### src/rtl/uart_core.sv
// Full-duplex UART: runtime baud divisor, optional parity, RX/TX FIFOs on a
// host read/write handshake, and sticky frame/parity/overrun error flags.
module uart_core #(
    parameter int DBIT       = 8,
    parameter int SB_TICK    = 16,
    parameter int DVSR_BIT   = 11,
    parameter int FIFO_W     = 2,
    parameter int PARITY_EN  = 0,
    parameter int PARITY_ODD = 0
) (
    input  logic                clk,
    input  logic                reset,
    input  logic [DVSR_BIT-1:0] dvsr,
    input  logic                rx,
    output logic                tx,
    input  logic                rd_uart,
    output logic [DBIT-1:0]     r_data,
    output logic                rx_empty,
    input  logic                wr_uart,
    input  logic [DBIT-1:0]     w_data,
    output logic                tx_full,
    input  logic                clr_err,
    output logic                frame_err,
    output logic                parity_err,
    output logic                overrun_err
);

    localparam int              DEPTH   = 1 << FIFO_W;
    localparam logic [5:0]      SB_LAST = 6'(SB_TICK - 1);
    localparam logic [2:0]      N_LAST  = 3'(DBIT - 1);
    localparam logic            ODD     = (PARITY_ODD != 0);
    localparam logic            USE_PAR = (PARITY_EN != 0);
    localparam logic [FIFO_W-1:0] PTR_ONE = FIFO_W'(1);

    typedef enum logic [2:0] {IDLE, START, DATA, PARITY, STOP} state_t;

    // ---------------- baud generator ----------------
    logic [DVSR_BIT-1:0] baud_cnt;
    logic                tick;

    assign tick = (baud_cnt >= dvsr);

    always_ff @(posedge clk) begin
        if (reset)
            baud_cnt <= '0;
        else if (tick)
            baud_cnt <= '0;
        else
            baud_cnt <= baud_cnt + DVSR_BIT'(1);
    end

    // ---------------- rx synchroniser ----------------
    logic rx_meta, rx_sync;

    always_ff @(posedge clk) begin
        if (reset) begin
            rx_meta <= 1'b1;
            rx_sync <= 1'b1;
        end else begin
            rx_meta <= rx;
            rx_sync <= rx_meta;
        end
    end

    // ---------------- receiver FSM ----------------
    state_t          rx_state, rx_state_next;
    logic [5:0]      rx_s, rx_s_next;
    logic [2:0]      rx_n, rx_n_next;
    logic [DBIT-1:0] rx_b, rx_b_next;
    logic            rx_par_bad, rx_par_bad_next;
    logic            rx_done;

    always_ff @(posedge clk) begin
        if (reset) begin
            rx_state   <= IDLE;
            rx_s       <= '0;
            rx_n       <= '0;
            rx_b       <= '0;
            rx_par_bad <= 1'b0;
        end else begin
            rx_state   <= rx_state_next;
            rx_s       <= rx_s_next;
            rx_n       <= rx_n_next;
            rx_b       <= rx_b_next;
            rx_par_bad <= rx_par_bad_next;
        end
    end

    always_comb begin
        rx_state_next   = rx_state;
        rx_s_next       = rx_s;
        rx_n_next       = rx_n;
        rx_b_next       = rx_b;
        rx_par_bad_next = rx_par_bad;
        rx_done         = 1'b0;
        case (rx_state)
            IDLE: begin
                if (!rx_sync) begin
                    rx_state_next = START;
                    rx_s_next     = '0;
                end
            end
            START: begin
                if (tick) begin
                    if (rx_s == 6'd7) begin
                        // mid-start check rejects short glitches on the line
                        if (!rx_sync) begin
                            rx_state_next = DATA;
                            rx_s_next     = '0;
                            rx_n_next     = '0;
                        end else begin
                            rx_state_next = IDLE;
                        end
                    end else begin
                        rx_s_next = rx_s + 6'd1;
                    end
                end
            end
            DATA: begin
                if (tick) begin
                    if (rx_s == 6'd15) begin
                        rx_s_next = '0;
                        rx_b_next = {rx_sync, rx_b[DBIT-1:1]};
                        if (rx_n == N_LAST) begin
                            rx_state_next   = USE_PAR ? PARITY : STOP;
                            rx_par_bad_next = 1'b0;
                        end else begin
                            rx_n_next = rx_n + 3'd1;
                        end
                    end else begin
                        rx_s_next = rx_s + 6'd1;
                    end
                end
            end
            PARITY: begin
                if (tick) begin
                    if (rx_s == 6'd15) begin
                        rx_s_next       = '0;
                        rx_par_bad_next = (rx_sync != ((^rx_b) ^ ODD));
                        rx_state_next   = STOP;
                    end else begin
                        rx_s_next = rx_s + 6'd1;
                    end
                end
            end
            STOP: begin
                if (tick) begin
                    if (rx_s == SB_LAST) begin
                        rx_state_next = IDLE;
                        rx_done       = 1'b1;
                    end else begin
                        rx_s_next = rx_s + 6'd1;
                    end
                end
            end
            default: rx_state_next = IDLE;
        endcase
    end

    // ---------------- rx completion ----------------
    logic frame_set, parity_set, overrun_set, rx_good;
    logic rx_push;
    logic rx_full_r, rx_empty_r, rx_rd_en, rx_wr_en;

    assign rx_rd_en    = rd_uart && !rx_empty_r;
    assign frame_set   = rx_done && !rx_sync;
    assign parity_set  = rx_done && rx_sync && rx_par_bad;
    assign rx_good     = rx_done && rx_sync && !rx_par_bad;
    // a same-clock host pop frees a slot, so that case is not an overrun
    assign overrun_set = rx_good && rx_full_r && !rx_rd_en;
    assign rx_push     = rx_good && !overrun_set;
    assign rx_wr_en    = rx_push;

    // ---------------- rx FIFO ----------------
    logic [DBIT-1:0]   rx_mem [DEPTH];
    logic [FIFO_W-1:0] rx_wp, rx_rp;

    always_ff @(posedge clk) begin
        if (rx_wr_en)
            rx_mem[rx_wp] <= rx_b;
    end

    always_ff @(posedge clk) begin
        if (reset) begin
            rx_wp      <= '0;
            rx_rp      <= '0;
            rx_full_r  <= 1'b0;
            rx_empty_r <= 1'b1;
        end else begin
            if (rx_wr_en)
                rx_wp <= rx_wp + PTR_ONE;
            if (rx_rd_en)
                rx_rp <= rx_rp + PTR_ONE;
            if (rx_wr_en && !rx_rd_en) begin
                rx_empty_r <= 1'b0;
                rx_full_r  <= ((rx_wp + PTR_ONE) == rx_rp);
            end else if (rx_rd_en && !rx_wr_en) begin
                rx_full_r  <= 1'b0;
                rx_empty_r <= ((rx_rp + PTR_ONE) == rx_wp);
            end
        end
    end

    assign rx_empty = rx_empty_r;
    assign r_data   = rx_empty_r ? '0 : rx_mem[rx_rp];

    // ---------------- tx FIFO ----------------
    logic [DBIT-1:0]   tx_mem [DEPTH];
    logic [FIFO_W-1:0] tx_wp, tx_rp;
    logic              tx_full_r, tx_empty_r, tx_rd_en, tx_wr_en, tx_pop;
    logic [DBIT-1:0]   tx_head;

    assign tx_rd_en = tx_pop;
    assign tx_wr_en = wr_uart && (!tx_full_r || tx_rd_en);
    assign tx_head  = tx_mem[tx_rp];
    assign tx_full  = tx_full_r;

    always_ff @(posedge clk) begin
        if (tx_wr_en)
            tx_mem[tx_wp] <= w_data;
    end

    always_ff @(posedge clk) begin
        if (reset) begin
            tx_wp      <= '0;
            tx_rp      <= '0;
            tx_full_r  <= 1'b0;
            tx_empty_r <= 1'b1;
        end else begin
            if (tx_wr_en)
                tx_wp <= tx_wp + PTR_ONE;
            if (tx_rd_en)
                tx_rp <= tx_rp + PTR_ONE;
            if (tx_wr_en && !tx_rd_en) begin
                tx_empty_r <= 1'b0;
                tx_full_r  <= ((tx_wp + PTR_ONE) == tx_rp);
            end else if (tx_rd_en && !tx_wr_en) begin
                tx_full_r  <= 1'b0;
                tx_empty_r <= ((tx_rp + PTR_ONE) == tx_wp);
            end
        end
    end

    // ---------------- transmitter FSM ----------------
    state_t          tx_state, tx_state_next;
    logic [5:0]      tx_s, tx_s_next;
    logic [2:0]      tx_n, tx_n_next;
    logic [DBIT-1:0] tx_b, tx_b_next;
    logic            tx_par, tx_par_next;
    logic            tx_reg, tx_next;

    always_ff @(posedge clk) begin
        if (reset) begin
            tx_state <= IDLE;
            tx_s     <= '0;
            tx_n     <= '0;
            tx_b     <= '0;
            tx_par   <= 1'b0;
            tx_reg   <= 1'b1;
        end else begin
            tx_state <= tx_state_next;
            tx_s     <= tx_s_next;
            tx_n     <= tx_n_next;
            tx_b     <= tx_b_next;
            tx_par   <= tx_par_next;
            tx_reg   <= tx_next;
        end
    end

    always_comb begin
        tx_state_next = tx_state;
        tx_s_next     = tx_s;
        tx_n_next     = tx_n;
        tx_b_next     = tx_b;
        tx_par_next   = tx_par;
        tx_pop        = 1'b0;
        tx_next       = 1'b1;
        case (tx_state)
            IDLE: begin
                if (!tx_empty_r) begin
                    tx_pop        = 1'b1;
                    tx_b_next     = tx_head;
                    tx_par_next   = (^tx_head) ^ ODD;
                    tx_s_next     = '0;
                    tx_state_next = START;
                end
            end
            START: begin
                if (tick) begin
                    if (tx_s == 6'd15) begin
                        tx_s_next     = '0;
                        tx_n_next     = '0;
                        tx_state_next = DATA;
                    end else begin
                        tx_s_next = tx_s + 6'd1;
                    end
                end
            end
            DATA: begin
                if (tick) begin
                    if (tx_s == 6'd15) begin
                        tx_s_next = '0;
                        tx_b_next = tx_b >> 1;
                        if (tx_n == N_LAST)
                            tx_state_next = USE_PAR ? PARITY : STOP;
                        else
                            tx_n_next = tx_n + 3'd1;
                    end else begin
                        tx_s_next = tx_s + 6'd1;
                    end
                end
            end
            PARITY: begin
                if (tick) begin
                    if (tx_s == 6'd15) begin
                        tx_s_next     = '0;
                        tx_state_next = STOP;
                    end else begin
                        tx_s_next = tx_s + 6'd1;
                    end
                end
            end
            STOP: begin
                if (tick) begin
                    if (tx_s == SB_LAST)
                        tx_state_next = IDLE;
                    else
                        tx_s_next = tx_s + 6'd1;
                end
            end
            default: tx_state_next = IDLE;
        endcase
        // line level is registered from the upcoming state so tx has no glitches
        case (tx_state_next)
            START:   tx_next = 1'b0;
            DATA:    tx_next = tx_b_next[0];
            PARITY:  tx_next = tx_par_next;
            default: tx_next = 1'b1;
        endcase
    end

    assign tx = tx_reg;

    // ---------------- sticky error flags ----------------
    always_ff @(posedge clk) begin
        if (reset) begin
            frame_err   <= 1'b0;
            parity_err  <= 1'b0;
            overrun_err <= 1'b0;
        end else begin
            if (frame_set)
                frame_err <= 1'b1;
            else if (clr_err)
                frame_err <= 1'b0;
            if (parity_set)
                parity_err <= 1'b1;
            else if (clr_err)
                parity_err <= 1'b0;
            if (overrun_set)
                overrun_err <= 1'b1;
            else if (clr_err)
                overrun_err <= 1'b0;
        end
    end

endmodule

### config.mk
export PLATFORM = sky130hd
export DESIGN_NAME = uart_core
export DESIGN_NICKNAME = d
export VERILOG_FILES = /design/src/rtl/uart_core.sv
export SDC_FILE = /design/constraint.sdc
export NUM_CORES = 1
export LEC_CHECK = 0
export BUFFER_PORTS_ARGS = -buffer_cell sky130_fd_sc_hd__buf_2
export CAP_MARGIN = 0
export CORE_ASPECT_RATIO = 1.75
export CORE_MARGIN = 3
export CORE_UTILIZATION = 50
export CTS_BUF_LIST = sky130_fd_sc_hd__clkbuf_16
export DETAILED_ROUTE_END_ITERATION = 16
export GPL_ROUTABILITY_DRIVEN = 1
export PLACE_DENSITY_LB_ADDON = 0.08
export SLEW_MARGIN = 10
export SYNTH_ARGS = -nofsm -noshare
export SYNTH_HDL_FRONTEND = slang
export SYNTH_SLANG_ARGS = --single-unit
### constraint.sdc
create_clock -name clk -period 4.3 [get_ports clk]
set_input_delay 0 -clock clk [delete_from_list [all_inputs] [get_ports clk]]
set_output_delay 0 -clock clk [all_outputs]
set_load 0.02 [all_outputs]
==> impl_metrics.json, run 1 <==
{
  "ys_ff_latch": 139,
  "yosysTopAreaCellShare_pct": 30.3,
  "antenna_found_initial": 0,
  "maxCapViolCount": 0,
  "powerDensity_nw_per_um2": 443,
  "die-area_um2": 14100,
  "fin_cells": 778,
  "grt_start_max_net_pins": 37,
  "rsz0062_at_grt": "false",
  "dp_cells": 735,
  "ys_seq_area_share_pct": 53.9,
  "post-route-min-period_ns": 2.67,
  "ant_nets": 0,
  "worst_path_max_delay_cell": "a2111oi_4",
  "critPathLaunch": "baud_cnt[0]",
  "h-tree-depth": 4,
  "wl_per_cell_um": 16.4,
  "dr.pass1.iters": 4,
  "p_leak_nw": 2.73,
  "ys_types": 58,
  "whs_ns": 0.0968,
  "grt_first_pass_wirelength_mm": 21.0,
  "nets": 653,
  "insertion_delay_ns": 0.42,
  "die_w_um": 91.2,
  "hpwl_mm": 9.54,
  "crit_family": "compound AO/OA/AOI/OAI gates",
  "cts_max_path_buffers": 2,
  "drt_wl_total_mm": 12.7,
  "rows": 53,
  "outcome": "finished clean",
  "grtUsageTotal_pct": 18.9,
  "synth.area.top_cells": "edfxtp_1 (30%), dfxtp_1 (24%), mux4_2 (5.7%)",
  "initial_core_util_pct": 52.0,
  "cp_slowest_stage_delay_ns": 0.53,
  "yosysTopAreaCell": "edfxtp_1",
  "post_cts_resized": 0,
  "cts_tree": "done",
  "netlist_area_um2": 6350,
  "clk_pin_slew_ns": 0.06,
  "avgViaCountPerCell": 5.45,
  "fillers": 1053,
  "synthFlopType": "dfxtp_1",
  "worstReg2RegStart": "baud_cnt[0]",
  "dieHeight_um": 155,
  "ios": 39,
  "critPathRequiredTime_ns": 4.37,
  "utilization_pct": 60.1,
  "fin_setup_tns_ns": 0,
  "yosys_warnings": 0,
  "layout-drive-gt1-share_pct": 17.0,
  "hold_path_class": "primary input to register",
  "worstPathMaxFanout": 10,
  "cts_inserted_buffers": 17,
  "setup_viol": 0,
  "avgSynthCellArea_um2": 11.5,
  "place.gp.congestion": 0.796,
  "vias": 4242,
  "grt_overflow": 0,
  "peakVddDrop_uv": 308,
  "coreArea_um2": 12200,
  "grt_pass1_vias": 4367,
  "fin_worst_skew_ns": 0.0106,
  "crit_type": "register to register",
  "endpoint_kind": "register",
  "finalHoldViolations": 0,
  "worstMarginPinSlew_ns": 0.655,
  "port_buffers": 38,
  "cp-start-kind": "register",
  "arrival_ns": 2.74,
  "synth_edf_count": 64,
  "critPathBufInv": 1,
  "fin_crit_sh_pct": 62.1,
  "hp-start": "reset",
  "multi_input_area_um2": 2740,
  "n_antenna_cell": 0,
  "cts_sinks": 139,
  "synth.most_common_cell": "dfxtp_1",
  "seq_area_um2": 3420,
  "drc": 0,
  "largestRegisters": "rx_mem (32), tx_mem (32), baud_cnt (11)",
  "syn_inst": 552,
  "crit_chain": "inv_1, ha_1, nor2b_1, o21ai_1, a21oi_2, and2_4, a2111oi_4, and2_1",
  "postCtsSetupBuffers": 0,
  "netlist_top_cells_count": "dfxtp_1 (75), nor2_1 (67), edfxtp_1 (64)",
  "synthToLayoutAreaGrowth_pct": 15.5,
  "slew_violations": 0,
  "syn_nets": 605,
  "dr.first_iter.drc_count": 241,
  "synthArstFlopShare_pct": 0,
  "cts_root_buf": "clkbuf_16",
  "slew_headroom_pct": 56.3,
  "finalPower_mw": 3.25,
  "max_freq_mhz": 375
}
-- stage by stage --
step	instance area (um^2)	worst slack (ns)
2_1_floorplan	6350	1.92
3_3_place_gp	6660	1.71
3_5_place_dp	6660	1.63
4_1_cts	7330	1.61
5_1_grt	7330	1.45
6_report	7330	1.63
-- where the power goes --
part	internal (mW)	total (mW)	switching (mW)
clock	0.802	1.38	0.574
combinational	0.178	0.373	0.195
sequential	1.44	1.50	0.0627
total	2.42	3.25	0.832
-- cells by family (layout without fill, tap and decap cells) --
kind of cell	after synthesis	in the layout	synth area share (%)
multiplexers	34	34	8.54
XOR/XNOR	38	38	5.24
adder cells (fa/ha/maj)	28	28	5.52
AO/OA/AOI/OAI	83	83	8.89
buffers and inverters	44	105	2.96
AND/OR/NAND/NOR	186	186	14.9
flip-flops	139	139	53.9
-- routing by layer --
metal,global-route usage [%],wire length (um),up-vias
met3,3.73,317,16
met1,17.5,4300,2061
met5,0,0,-
li1,-,-,2090
met4,6.69,199,0
met2,39.3,7930,75
-- final cells by class --
cell class	instances	area share [%]
clock inverters	15	1.88
repair buffers	51	4.30
inverters	22	1.16
flip-flops and latches	139	46.7
clock buffers	17	5.80
well taps	165	2.82
multi-input cells	369	37.3
-- path summary, 6_finish.rpt --
kind	to	slack, ns	depth (start not counted)
worst min register to register	rx_sync	0.42	1
worst min-delay path	rx_b[5]	0.1	2
worst max-delay path	rx_mem[1][7]	1.63	8
worst max register to register	rx_mem[1][7]	1.63	8
-- placed cells by master, fill, tap and decap left out, drive strengths merged, types with 2 or more instances in the layout --
cell type,count
nand3,21
a31oi,3
clkbuf,17
edfxtp,64
a32oi,2
buf,40
o31ai,2
a311oi,5
o21ai,10
a22oi,9
nand2b,9
nor4,2
a21oi,33
clkinvlp,5
nor2,67
xor2,15
a41oi,3
ha,28
xnor2,23
nor3b,3
or3,5
or2,3
mux4,16
nand2,28
dlygate4sd3,11
and3,5
nand3b,3
a21boi,3
o221ai,2
clkinv,3
nor3,13
inv,28
a211oi,3
mux2i,17
nor2b,10
a2111oi,2
nand4,5
and2,10
dfxtp,75
-- what timing repair did --
item / CTS / global route
hold buffers: 11 / 0
endpoints found under the hold margin: 38 / 0
setup endpoints to repair: 0 / 0
(Power assumes the default switching activity.)
==> run 2: changes to the inputs <==
- clock period: 4.3 -> 2.5 ns (I/O delays scaled with it)
==> impl_metrics.json, run 2 (synthesis results as in run 1) <==
{
  "outcome": "finished clean",
  "switching_share_pct": 25.6,
  "met3_usage_pct": 4.06,
  "worstPathMaxFanout": 7,
  "h-tree-depth": 4,
  "postCtsSetupBuffers": 0,
  "seqPwrFrac_pct": 44.0,
  "intPower_mw": 4.30,
  "fin_setup_tns_ns": 0,
  "setup_viol": 0,
  "fin_cells": 799,
  "final_cell_mix": "dfxtp_1 (75), nor2_1 (67), edfxtp_1 (64)",
  "post-route-min-period_ns": 2.32,
  "combPwrFrac_pct": 11.9,
  "vias": 4307,
  "clockPowerShare_pct": 44.1,
  "antenna_found_initial": 0,
  "largestRegisters": "rx_mem (32), tx_mem (32), baud_cnt (11)",
  "crit_type": "register to register",
  "powerDensity_nw_per_um2": 768,
  "hold_path_class": "primary input to register",
  "drc": 0,
  "use_met1_pct": 18.2,
  "fin_crit_sh_pct": 92.7,
  "finalHoldViolations": 0,
  "grt.met2_usage_pct": 38.3,
  "maxCapViolCount": 0,
  "slew_headroom_pct": 64.4,
  "dieHeight_um": 155,
  "die-area_um2": 14100,
  "rows": 53,
  "cts_sinks": 139,
  "finalPower_mw": 5.79,
  "grt_start_max_net_pins": 36,
  "grt-busiest-layer": "met2",
  "grt_first_pass_wirelength_mm": 21.3,
  "peakVddDrop_uv": 692,
  "dr.first_iter.drc_count": 220,
  "cts_tree": "done",
  "hpwl_mm": 9.26,
  "slew_violations": 0,
  "cts_max_path_buffers": 2,
  "whs_ns": 0.0784,
  "ios": 39,
  "arrival_ns": 2.63,
  "grt_pass1_vias": 4475,
  "cp-start-kind": "register",
  "port_buffers": 38,
  "cts_inserted_buffers": 17,
  "avgViaCountPerCell": 5.39,
  "power.switching_mw": 1.48,
  "grtUsageTotal_pct": 19.3,
  "synthToLayoutAreaGrowth_pct": 18.7,
  "dp_cells": 755,
  "die_w_um": 91.2,
  "nets": 674,
  "dr.pass1.iters": 4,
  "fillers": 1017,
  "n_antenna_cell": 0,
  "wl_per_cell_um": 15.8,
  "cts_root_buf": "clkbuf_16",
  "layout-drive-gt1-share_pct": 20.3,
  "insertion_delay_ns": 0.42,
  "rsz0062_at_grt": "false",
  "grt_overflow": 0,
  "worstMarginPinSlew_ns": 0.533,
  "drt_wl_total_mm": 12.6,
  "coreArea_um2": 12200,
  "critPathRequiredTime_ns": 2.81,
  "initial_core_util_pct": 52.0,
  "fin_worst_skew_ns": 0.00968,
  "place.gp.congestion": 0.796,
  "max_freq_mhz": 432,
  "endpoint_kind": "register",
  "clk_pin_slew_ns": 0.06,
  "ant_nets": 0,
  "p_leak_nw": 2.87,
  "final_common_cell": "dfxtp_1"
}
run 2: cell types whose count changed in the layout (fill, tap and decap cells not counted), sizes merged:
cell / previous run / this run
dlygate4sd3: 11 / 12
buf: 40 / 60
bufinv: 1 / 2
clkinvlp: 5 / 3
inv: 28 / 29
run 2: per-layer routing:
metal	share of wire (%)	vias up	routed length, um
met3	2.2	27	277
met5	0	-	0
met4	2.9	0	366
met2	60	68	7560
li1	-	2141	-
met1	35	2071	4440
run 2: repair_timing:
item,4_1_cts,5_1_grt
hold buffers,12,0
resized for setup,0,4
hold endpoints to repair,39,0
setup endpoints to repair,0,34
run 2: per-stage QoR:
step                setup WS, ns  area (um^2)  util [%]
floorplan                  0.117         6350         -
global placement          0.0775         6810      55.8
detailed placement        0.0328         6810      55.8
CTS                       0.0127         7530      61.7
global route              0.0202         7530      61.8
finish                     0.183         7530      61.8
run 2: cell type report:
type | instances | area (um^2) | area share (%)
sequential | 139 | 3420 | 45.4
multi-input combinational | 369 | 2740 | 36.4
timing repair buffer | 72 | 475 | 6.31
clock buffer | 17 | 425 | 5.65
tap | 165 | 206 | 2.74
clock inverter | 15 | 178 | 2.36
inverter | 22 | 85.1 | 1.13
run 2: critical path, cell delays in order, from the launching register on:
cell       delay [ns]
dfxtp_1          0.37
ha_1             0.18
nand3_1          0.13
nor3_2           0.19
nand3_1          0.22
a2111oi_4        0.53
ha_1             0.36
a21oi_1          0.15
o31ai_1          0.08
run 2: path summary, 6_finish.rpt:
| check | from | to | slack (ns) | depth (start not counted) |
|---|---|---|---|---|
| min reg2reg | rx_meta | rx_sync | 0.42 | 1 |
| min | wr_uart | tx_wp[0] | 0.08 | 4 |
| max reg2reg | rx_s[0] | rx_empty | 0.18 | 8 |
| max | rx_s[0] | rx_empty | 0.18 | 8 |
run 2: power by group through the flow:
stage	sequential, mW	clock [mW]	combinational, mW
detailed placement	2.60	0	0.681
finish	2.55	2.55	0.688
global route	2.56	2.70	0.764
floorplan	2.57	0	0.520
CTS	2.55	2.60	0.701
global placement	2.59	0	0.669
==> run 3: changes to the inputs <==
- CTS_BUF_LIST: sky130_fd_sc_hd__clkbuf_16 -> sky130_fd_sc_hd__clkbuf_4
- clock period: 2.5 -> 2.47 ns (I/O delays scaled with it)
==> impl_metrics.json, run 3 (synthesis results as in run 1) <==
{
  "port_buffers": 38,
  "outcome": "finished clean",
  "final_cell_mix": "dfxtp_1 (75), nor2_1 (65), edfxtp_1 (64)",
  "cts_tree": "done",
  "critPathRequiredTime_ns": 2.87,
  "maxCapViolCount": 0,
  "cts_max_path_buffers": 2,
  "max_freq_mhz": 428,
  "drt_wl_total_mm": 12.5,
  "hold_path_class": "primary input to register",
  "rows": 53,
  "min_to": "tx_mem[1][2]",
  "dp_cells": 757,
  "endpoint_kind": "register",
  "post_dp_cell_area_um2": 6820,
  "cp-start-kind": "register",
  "grt_pass1_vias": 4593,
  "dr.first_iter.drc_count": 180,
  "drc": 0,
  "rsz0062_at_grt": "false",
  "coreArea_um2": 12200,
  "vias": 4340,
  "slew_headroom_pct": 65.4,
  "die_w_um": 91.2,
  "grtUsageTotal_pct": 19.3,
  "h-tree-depth": 4,
  "largestRegisters": "rx_mem (32), tx_mem (32), baud_cnt (11)",
  "slew_violations": 0,
  "arrival_ns": 2.74,
  "grt_first_pass_wirelength_mm": 21.5,
  "cts_sinks": 139,
  "reg2reg_to": "tx",
  "ant_nets": 0,
  "cts_inserted_buffers": 17,
  "rrSetupSlack_ns": 0.13,
  "worstMarginPinSlew_ns": 0.519,
  "fin_crit_sh_pct": 94.6,
  "fin_cells": 805,
  "initial_core_util_pct": 52.0,
  "grt_overflow": 0,
  "hp-start": "w_data[2]",
  "finalHoldViolations": 0,
  "antenna_found_initial": 1,
  "wl_per_cell_um": 15.6,
  "design_area_um2": 7240,
  "die-area_um2": 14100,
  "avgViaCountPerCell": 5.39,
  "dr.pass1.iters": 4,
  "final_common_cell": "dfxtp_1",
  "peakVddDrop_uv": 478,
  "setup_viol": 0,
  "nets": 679,
  "fin_setup_tns_ns": 0,
  "worstReg2RegStart": "baud_cnt[10]",
  "hpwl_mm": 9.64,
  "synthToLayoutAreaGrowth_pct": 14.1,
  "place.gp.congestion": 0.818,
  "crit_type": "register to register",
  "powerDensity_nw_per_um2": 637,
  "p_leak_nw": 2.73,
  "utilization_pct": 59.4,
  "cts_root_buf": "clkbuf_4",
  "grt_start_max_net_pins": 30,
  "insertion_delay_ns": 0.54,
  "rr_worst_depth": 8,
  "ios": 39,
  "fillers": 1087,
  "fin_worst_skew_ns": 0.0154,
  "dieHeight_um": 155,
  "hold_path_depth": 2,
  "clk_pin_slew_ns": 0.13,
  "layout-drive-gt1-share_pct": 21.0,
  "worstPathMaxFanout": 6,
  "post-route-min-period_ns": 2.34
}
## run 3: timing repair
action,4_1_cts,5_1_grt
setup endpoints to repair,8,37
hold buffers,14,0
endpoints found under the hold margin,47,0
pin swaps,0,2
resized for setup,1,7
setup buffers,0,1
## run 3: report_power, final
| group | internal [mW] | leakage, nW | switching (mW) |
|---|---|---|---|
| combinational | 0.336 | 1.33 | 0.365 |
| clock | 0.430 | 0.126 | 0.909 |
| sequential | 2.50 | 1.27 | 0.0798 |
## run 3: cell type report
class	count	area [um^2]	area share (%)
Sequential cell	139	3420	47.3
Timing Repair Buffer	77	518	7.15
Clock buffer	17	128	1.76
Tap cell	165	206	2.85
Inverter	22	85.1	1.17
Clock inverter	15	130	1.80
Antenna cell	1	2.50	0.0345
Multi-Input combinational cell	369	2750	38.0
## run 3: worst max path at each step
stage	startpoint	end	slack [ns]
finish	baud_cnt[10]	tx	0.13
global route	baud_cnt[10]	tx	0.02
CTS	baud_cnt[10]	rx_mem[3][1]	0.0009
detailed placement	baud_cnt[10]	rx_mem[2][0]	-0.004
global placement	baud_cnt[10]	rx_mem[2][1]	0.05
floorplan	baud_cnt[0]	rx_mem[0][0]	0.09
## run 3: stage by stage
stage / hold slack, ns / total power, mW / setup slack, ns
global placement: 0.192 / 3.30 / 0.0457
finish: 0.207 / 4.62 / 0.132
global route: 0.164 / 4.87 / 0.0249
detailed placement: 0.194 / 3.32 / -0.00449
CTS: 0.158 / 4.68 / 0.000862
floorplan: 0.0989 / 3.13 / 0.0868
## run 3: critical path: stages, from the launching register on
cell and delay, ns:
dfxtp_1 0.35, ha_1 0.31, nand4_1 0.14, nand2b_2 0.21, buf_4 0.16, a21o_1 0.25, a311oi_1 0.39, a21boi_0 0.23
o311ai_1 0.17
## run 3: layer usage
layer	up-vias	share of wire [%]	routed length, um	track usage [%]
met3	13	2.3	294	3.77
met2	68	62	7740	40.2
met4	0	1.7	209	7.12
met5	-	0	0	0
met1	2108	34	4310	17.7
li1	2151	-	-	-
